--- config.mk ---
export PLATFORM = sky130hd
export DESIGN_NAME = streaming_pooling_unit
export DESIGN_NICKNAME = d
export VERILOG_FILES = /design/src/rtl/streaming_pooling_unit.sv
export SDC_FILE = /design/constraint.sdc
export NUM_CORES = 1
export LEC_CHECK = 0
export CORE_AREA = 2 2 115 117
export DETAILED_ROUTE_END_ITERATION = 10
export DIE_AREA = 0 0 117 119
export GPL_TIMING_DRIVEN = 0
export SLEW_MARGIN = 20
export SYNTH_ARGS = -nofsm -noshare
export SYNTH_HDL_FRONTEND = slang
export SYNTH_SLANG_ARGS = --single-unit
--- constraint.sdc ---
create_clock -name clock -period 8.95 [get_ports clock]
set_input_delay 1.3425 -clock clock [delete_from_list [all_inputs] [get_ports clock]]
set_output_delay 1.3425 -clock clock [all_outputs]
set_load 0.02 [all_outputs]
--- src/rtl/streaming_pooling_unit.sv ---
`default_nettype none
// ============================================================================
// Module      : streaming_pooling_unit
// Description : Streaming max/average pooling over feature-major raster input.
//               A single line of partial tile results is kept, indexed by the
//               tile column. One input per cycle, single-entry output register.
// Revision    : 1.0 - initial release
// ============================================================================
module streaming_pooling_unit #(
    parameter int NUM_FEATURES       = 10,
    parameter int CONVOLUTION_HEIGHT = 10,
    parameter int CONVOLUTION_WIDTH  = 10,
    parameter int POOLING_STRIDE     = 2,
    parameter int DATA_WIDTH         = 8,
    parameter int SIGNED_DATA        = 0,
    localparam int POOLED_HEIGHT = (CONVOLUTION_HEIGHT + POOLING_STRIDE - 1) / POOLING_STRIDE,
    localparam int POOLED_WIDTH  = (CONVOLUTION_WIDTH + POOLING_STRIDE - 1) / POOLING_STRIDE,
    localparam int FEAT_W = (NUM_FEATURES > 1) ? $clog2(NUM_FEATURES) : 1,
    localparam int PROW_W = (POOLED_HEIGHT > 1) ? $clog2(POOLED_HEIGHT) : 1,
    localparam int PCOL_W = (POOLED_WIDTH > 1) ? $clog2(POOLED_WIDTH) : 1
) (
    input  logic                  clock,
    input  logic                  reset_n,
    input  logic                  pool_start,
    input  logic                  pool_mode,
    output logic                  busy,
    input  logic                  in_valid,
    output logic                  in_ready,
    input  logic [DATA_WIDTH-1:0] in_data,
    output logic                  out_valid,
    input  logic                  out_ready,
    output logic [DATA_WIDTH-1:0] out_data,
    output logic [FEAT_W-1:0]     out_feature,
    output logic [PROW_W-1:0]     out_row,
    output logic [PCOL_W-1:0]     out_col,
    output logic                  done
);

    localparam int c_row_w   = (CONVOLUTION_HEIGHT > 1) ? $clog2(CONVOLUTION_HEIGHT) : 1;
    localparam int c_col_w   = (CONVOLUTION_WIDTH > 1) ? $clog2(CONVOLUTION_WIDTH) : 1;
    localparam int c_sub_w   = (POOLING_STRIDE > 1) ? $clog2(POOLING_STRIDE) : 1;
    localparam int c_acc_w   = DATA_WIDTH + 2 * $clog2(POOLING_STRIDE) + 1;
    // In-bounds extent of the last (possibly partial) tile row/column
    localparam int c_last_rows = CONVOLUTION_HEIGHT - (POOLED_HEIGHT - 1) * POOLING_STRIDE;
    localparam int c_last_cols = CONVOLUTION_WIDTH - (POOLED_WIDTH - 1) * POOLING_STRIDE;

    localparam logic [FEAT_W-1:0]  c_last_feat = FEAT_W'(NUM_FEATURES - 1);
    localparam logic [c_row_w-1:0] c_last_row  = c_row_w'(CONVOLUTION_HEIGHT - 1);
    localparam logic [c_col_w-1:0] c_last_col  = c_col_w'(CONVOLUTION_WIDTH - 1);
    localparam logic [c_sub_w-1:0] c_sub_last  = c_sub_w'(POOLING_STRIDE - 1);
    localparam logic [PROW_W-1:0]  c_last_prow = PROW_W'(POOLED_HEIGHT - 1);
    localparam logic [PCOL_W-1:0]  c_last_pcol = PCOL_W'(POOLED_WIDTH - 1);

    localparam logic [1:0] c_idle  = 2'd0;
    localparam logic [1:0] c_accum = 2'd1;
    localparam logic [1:0] c_drain = 2'd2;

    logic [1:0]            r_state;
    logic [1:0]            w_next_state;
    logic                  r_mode;
    logic [FEAT_W-1:0]     r_feature;
    logic [c_row_w-1:0]    r_row;
    logic [c_col_w-1:0]    r_col;
    logic [c_sub_w-1:0]    r_row_sub;
    logic [c_sub_w-1:0]    r_col_sub;
    logic [PROW_W-1:0]     r_tile_row;
    logic [PCOL_W-1:0]     r_tile_col;
    logic [c_acc_w-1:0]    r_acc [POOLED_WIDTH];
    logic                  r_out_valid;
    logic [DATA_WIDTH-1:0] r_out_data;
    logic [FEAT_W-1:0]     r_out_feature;
    logic [PROW_W-1:0]     r_out_row;
    logic [PCOL_W-1:0]     r_out_col;
    logic                  r_done;

    logic                  w_in_ready;
    logic                  w_accept;
    logic                  w_start;
    logic                  w_frame_end;
    logic                  w_sign;
    logic [c_acc_w-1:0]    w_in_ext;
    logic [c_acc_w-1:0]    w_old;
    logic                  w_first;
    logic                  w_gt;
    logic [c_acc_w-1:0]    w_combined;
    logic                  w_tile_done;
    logic [c_acc_w-1:0]    w_rows_in;
    logic [c_acc_w-1:0]    w_cols_in;
    logic [c_acc_w-1:0]    w_count;
    logic [DATA_WIDTH-1:0] w_result;

    assign w_start     = (r_state == c_idle) && pool_start;
    assign w_in_ready  = (r_state == c_accum) && (!r_out_valid || out_ready);
    assign w_accept    = in_valid && w_in_ready;
    assign w_frame_end = (r_feature == c_last_feat) && (r_row == c_last_row) && (r_col == c_last_col);

    // Unsigned data is zero-extended, so a signed compare is correct in both modes
    assign w_sign     = (SIGNED_DATA != 0) && in_data[DATA_WIDTH-1];
    assign w_in_ext   = {{(c_acc_w - DATA_WIDTH){w_sign}}, in_data};
    assign w_old      = r_acc[r_tile_col];
    assign w_first    = (r_row_sub == '0) && (r_col_sub == '0);
    assign w_gt       = $signed(w_in_ext) > $signed(w_old);
    assign w_combined = w_first ? w_in_ext :
                        r_mode  ? (w_old + w_in_ext) :
                        (w_gt ? w_in_ext : w_old);

    assign w_tile_done = ((r_row_sub == c_sub_last) || (r_row == c_last_row)) &&
                         ((r_col_sub == c_sub_last) || (r_col == c_last_col));

    // True element count of the current tile, smaller on the bottom/right edges
    assign w_rows_in = (r_tile_row == c_last_prow) ? c_acc_w'(c_last_rows) : c_acc_w'(POOLING_STRIDE);
    assign w_cols_in = (r_tile_col == c_last_pcol) ? c_acc_w'(c_last_cols) : c_acc_w'(POOLING_STRIDE);
    assign w_count   = w_rows_in * w_cols_in;
    // Signed division truncates toward zero; the quotient always fits DATA_WIDTH
    assign w_result  = r_mode ? DATA_WIDTH'($signed(w_combined) / $signed(w_count))
                              : w_combined[DATA_WIDTH-1:0];

    // State register
    always_ff @(posedge clock or negedge reset_n) begin
        if (!reset_n) r_state <= c_idle;
        else          r_state <= w_next_state;
    end

    // Next-state logic
    always_comb begin
        w_next_state = r_state;
        case (r_state)
            c_idle:  if (pool_start) w_next_state = c_accum;
            c_accum: if (w_accept && w_frame_end) w_next_state = c_drain;
            c_drain: if (!r_out_valid || out_ready) w_next_state = c_idle;
            default: w_next_state = c_idle;
        endcase
    end

    // Output decode
    always_comb begin
        busy        = (r_state != c_idle);
        in_ready    = w_in_ready;
        out_valid   = r_out_valid;
        out_data    = r_out_data;
        out_feature = r_out_feature;
        out_row     = r_out_row;
        out_col     = r_out_col;
        done        = r_done;
    end

    // Raster position counters and mode latch
    always_ff @(posedge clock or negedge reset_n) begin
        if (!reset_n) begin
            r_mode <= 1'b0; r_feature <= '0; r_row <= '0; r_col <= '0;
            r_row_sub <= '0; r_col_sub <= '0; r_tile_row <= '0; r_tile_col <= '0;
        end else if (w_start) begin
            r_mode <= pool_mode; r_feature <= '0; r_row <= '0; r_col <= '0;
            r_row_sub <= '0; r_col_sub <= '0; r_tile_row <= '0; r_tile_col <= '0;
        end else if (w_accept) begin
            if (r_col == c_last_col) begin
                r_col      <= '0;
                r_col_sub  <= '0;
                r_tile_col <= '0;
                if (r_row == c_last_row) begin
                    r_row      <= '0;
                    r_row_sub  <= '0;
                    r_tile_row <= '0;
                    r_feature  <= (r_feature == c_last_feat) ? '0 : r_feature + 1'b1;
                end else begin
                    r_row <= r_row + 1'b1;
                    if (r_row_sub == c_sub_last) begin
                        r_row_sub  <= '0;
                        r_tile_row <= r_tile_row + 1'b1;
                    end else begin
                        r_row_sub <= r_row_sub + 1'b1;
                    end
                end
            end else begin
                r_col <= r_col + 1'b1;
                if (r_col_sub == c_sub_last) begin
                    r_col_sub  <= '0;
                    r_tile_col <= r_tile_col + 1'b1;
                end else begin
                    r_col_sub <= r_col_sub + 1'b1;
                end
            end
        end
    end

    // Partial tile results, one entry per tile column
    always_ff @(posedge clock or negedge reset_n) begin
        if (!reset_n) begin
            for (int i = 0; i < POOLED_WIDTH; i++) r_acc[i] <= '0;
        end else if (w_accept) begin
            r_acc[r_tile_col] <= w_combined;
        end
    end

    // Single-entry output register; loads on tile completion, clears on handshake
    always_ff @(posedge clock or negedge reset_n) begin
        if (!reset_n) begin
            r_out_valid <= 1'b0; r_out_data <= '0;
            r_out_feature <= '0; r_out_row <= '0; r_out_col <= '0;
        end else if (w_accept && w_tile_done) begin
            r_out_valid   <= 1'b1;
            r_out_data    <= w_result;
            r_out_feature <= r_feature;
            r_out_row     <= r_tile_row;
            r_out_col     <= r_tile_col;
        end else if (out_ready) begin
            r_out_valid <= 1'b0;
        end
    end

    // Frame completion pulse, coincident with the return to idle
    always_ff @(posedge clock or negedge reset_n) begin
        if (!reset_n) r_done <= 1'b0;
        else          r_done <= (r_state == c_drain) && (!r_out_valid || out_ready);
    end

endmodule
`default_nettype wire

==> flow_metrics.env <==
export IMPL_hold_violations=0
export IMPL_synth_top_flop_cell="dfrtp_1"
export IMPL_final_setup_worst_slack_ns=3.05
export IMPL_path_max_fanout=10
export IMPL_cts_setup_buffers=0
export IMPL_final_max_slew_viol_count=0
export IMPL_seq_area_frac_synth=0.436
export IMPL_yosys_warnings=0
export IMPL_n_antenna_cell=0
export IMPL_leakagePower_nw=2.93
export IMPL_power_switching_w=0.00120
export IMPL_grtUsageTotal=0.222
export IMPL_drive_gt1_frac=0.128
export IMPL_cp_cell_sequence="buf_6 > buf_6 > clkbuf_1 > nor2b_1 > a22oi_1 > o22ai_1 > inv_1 > ha_1 > nor2b_1 > o21a_1 > o21ai_0 > a211oi_4 > or2_1 > nor3b_1 > a21oi_1 > o21ai_1 > o21a_1 > ha_1 > ha_1 > nand4_1 > mux2i_1 > o221a_1 > a21o_1"
export IMPL_syn_inst=594
export IMPL_dp_hpwl_um=10600
export IMPL_antenna_found_initial=0
export IMPL_fp_dieH_um=119
export IMPL_fmax_mhz=169
export IMPL_relSlewSlack=0.540
export IMPL_die_w_um=117
export IMPL_cts_buffers=9
export IMPL_wirelength_um=14300
export IMPL_final_util=0.510
export IMPL_yosys_top_cells_area="dfrtp_1, mux2_2, nand2_1, ha_1, mux2i_1"
export IMPL_hold_path_class="flip-flop to flip-flop"
export IMPL_vias=4474
export IMPL_rsz0062_at_grt="no"
export IMPL_cp_slowest_cell="clkbuf_1"
export IMPL_grt_max_degree=67
export IMPL_nNetsFinal=682
export IMPL_postPlaceCellArea_mm2=0.00623
export IMPL_synthesis_area_mm2=0.00563
export IMPL_worstSetupEndpointType="flip-flop"
export IMPL_pwr_share_clk=0.159
export IMPL_cts_tree="yes"
export IMPL_tns_ns=0
export IMPL_drtIter0Drc=206
export IMPL_cp_required_ns=9.20
export IMPL_route_antenna_remaining_nets=0
export IMPL_p_per_area_mw_per_mm2=414
export IMPL_htree_levels=3
export IMPL_status="completed"
export IMPL_vdd_drop_max_mv=0.138
export IMPL_max_stage_delay_ns=0.55
export IMPL_yosysTopAreaCell="dfrtp_1"
export IMPL_core_mm2=0.0129
export IMPL_clock_sinks=98
export IMPL_synth_edf_count=0
export IMPL_io_pins=36
export IMPL_worst_pin_slew_ns=0.690
export IMPL_first_pass_iters=5
export IMPL_areaGrowthSynthToFinish_pct=16.6
export IMPL_skew_ns=0.0109
export IMPL_cap_violations=0
export IMPL_yosysUniqueCellTypes=68
export IMPL_setup_viol=0
export IMPL_criticalPathCategory="flip-flop to flip-flop"
export IMPL_regArea_mm2=0.00245
export IMPL_clkTransAtPathRegs_ns=0.07
export IMPL_rows=42
export IMPL_place_ws_ns=3.09
export IMPL_cts_resized=0
export IMPL_critical_path_arrival_ns=6.15
export IMPL_overflow=0
export IMPL_synth_async_reset_ratio=1.00
export IMPL_cts_root_buf="clkbuf_16"
export IMPL_via_per_inst=5.44
export IMPL_gp_congestion=0.895
export IMPL_io_buffers=35
export IMPL_multi_input_area_mm2=0.00295
export IMPL_seqPwrFrac=0.268
export IMPL_min_period_ns=5.90
export IMPL_dieArea_mm2=0.0139
export IMPL_start_util=0.437
export IMPL_fin_area_mm2=0.00656
export IMPL_switching_share=0.442
export IMPL_hold_buffers=0
export IMPL_p_int_w=0.00151
export IMPL_cts_buffer_depth=2
export IMPL_grt_pass1_vias=4514
export IMPL_wl_per_cell_um=17.4
export IMPL_postSynthAreaPerCell_um2=9.47
export IMPL_clock_latency_ns=0.35
export IMPL_p_comb_frac=0.572
export IMPL_synth_seq_cells=98
export IMPL_syn_nets=635
export IMPL_fill_cells=1183
export IMPL_crit_top_cell="ha_1"
export IMPL_synth_top_area_share=0.436
export IMPL_worstSetupStartpointType="flip-flop"
export IMPL_grt_pass1_wl_um=23700
export IMPL_drc=0
export IMPL_period_share=0.659
==> metrics by stage <==
step           hold WS, ns  cells  total power, W
6_report             0.480    822         0.00272
3_3_place_gp         0.461    805         0.00225
3_5_place_dp         0.464    806         0.00229
4_1_cts              0.482    822         0.00273
5_1_grt              0.503    822         0.00293
2_1_floorplan        0.438    594         0.00184
==> layer usage <==
| metal | routed length, um | vias to the layer above | global-route usage |
|---|---|---|---|
| met5 | 0 | - | 0 |
| met1 | 6540 | 2213 | 0.306 |
| met3 | 520 | 20 | 0.0300 |
| met4 | 334 | 0 | 0.0919 |
| met2 | 6880 | 76 | 0.353 |
| li1 | - | 2165 | - |
==> critical path: cells and delay by family (launching register included) <==
| kind | cells | cell delay (ns) |
|---|---|---|
| flip-flops | 1 | 0.48 |
| adder cells (fa/ha/maj) | 3 | 0.76 |
| AO/OA/AOI/OAI | 10 | 2.25 |
| AND/OR/NAND/NOR | 5 | 1.05 |
| buffers and inverters | 4 | 1.11 |
| multiplexers | 1 | 0.15 |
==> cell usage after synthesis, types with 2 or more instances <==
| library cell | count |
|---|---|
| a22oi_1 | 3 |
| nor3b_1 | 3 |
| nor3_1 | 12 |
| nand2b_1 | 9 |
| o21a_1 | 2 |
| nand2_1 | 99 |
| a21oi_1 | 32 |
| xor2_1 | 3 |
| ha_1 | 26 |
| xnor2_1 | 12 |
| mux2_2 | 37 |
| nand3_1 | 11 |
| o2111ai_1 | 2 |
| nand4_1 | 2 |
| clkbuf_1 | 21 |
| dfrtp_1 | 98 |
| inv_1 | 18 |
| nor2b_1 | 6 |
| a21o_1 | 4 |
| or2_2 | 5 |
| o22a_1 | 2 |
| nor2_1 | 54 |
| o21ai_0 | 41 |
| buf_6 | 5 |
| or4_1 | 2 |
| nor4_1 | 2 |
| o32ai_1 | 3 |
| o221a_1 | 2 |
| a31oi_1 | 2 |
| mux2i_1 | 21 |
| o22ai_1 | 5 |
| a211oi_1 | 2 |
| and2_1 | 2 |
| o31ai_1 | 4 |
| a32oi_1 | 2 |
| buf_2 | 3 |
| o21ai_1 | 3 |
| and3_1 | 4 |
==> placed cells by master (no fill, tap or decap), types with 3 or more instances in the layout <==
master and count:
or2_2 5, nand3_1 11, o32ai_1 3, buf_2 3
xor2_1 3, clkbuf_16 9, nor2b_1 6, mux2i_1 21
clkbuf_1 21, o22ai_1 5, nand2_1 99, nor3_1 12
inv_1 18, and3_1 4, clkdlybuf4s50_1 34, nand2b_1 9
a21oi_1 32, nor2_1 54, mux2_2 37, o31ai_1 4
dfrtp_1 98, xnor2_1 12, nor3b_1 3, buf_6 6
a22oi_1 3, a21o_1 4, ha_1 26, o21ai_1 3
o21ai_0 41
==> power by group through the flow <==
stage | clock [W] | sequential (W) | combinational [W]
floorplan | 0 | 0.000742 | 0.00110
global placement | 0 | 0.000729 | 0.00152
detailed placement | 0 | 0.000737 | 0.00155
CTS | 0.000443 | 0.000729 | 0.00156
global route | 0.000461 | 0.000752 | 0.00172
finish | 0.000432 | 0.000729 | 0.00155
==> layout make-up <==
cell class	instances	area share
multi-input cells	447	0.450
flip-flops and latches	98	0.374
repair buffers	36	0.0578
clock buffers	9	0.0343
well taps	176	0.0336
plain buffers	30	0.0235
clock inverters	7	0.0166
inverters	19	0.0109
==> state kept, by name, summed over array words and instances, names as in the netlist, 2 cells and up <==
signal	cells
out_row	3
out_col	3
out_feature	4
r_col	4
r_acc	55
r_feature	4
r_state	2
out_data	8
r_row	4
r_tile_row	3
r_tile_col	3
==> worst paths after layout <==
path | from | endpoint | slack, ns | cells past startpoint
min in group asynchronous | reset_n | out_feature[0]$_DFFE_PN0P_ | 0.86 | 1
setup / recovery | r_tile_col[1]$_DFFE_PN0P_ | out_data[6]$_DFFE_PN0P_ | 3.05 | 23
hold / removal | r_acc[37]$_DFFE_PN0P_ | r_acc[37]$_DFFE_PN0P_ | 0.48 | 2
hold reg to reg | r_acc[37]$_DFFE_PN0P_ | r_acc[37]$_DFFE_PN0P_ | 0.48 | 2
setup reg to reg | r_tile_col[1]$_DFFE_PN0P_ | out_data[6]$_DFFE_PN0P_ | 3.05 | 23
max in group asynchronous | reset_n | r_acc[54]$_DFFE_PN0P_ | 7.46 | 2
==> kinds of logic after synthesis <==
kind of cell,synth area share
AND/OR/NAND/NOR,0.185
buffers and inverters,0.0400
AO/OA/AOI/OAI,0.139
multiplexers,0.115
adder cells (fa/ha/maj),0.0614
flip-flops,0.436
XOR/XNOR,0.0233
Note: power is estimated with default switching activity, not from simulation.
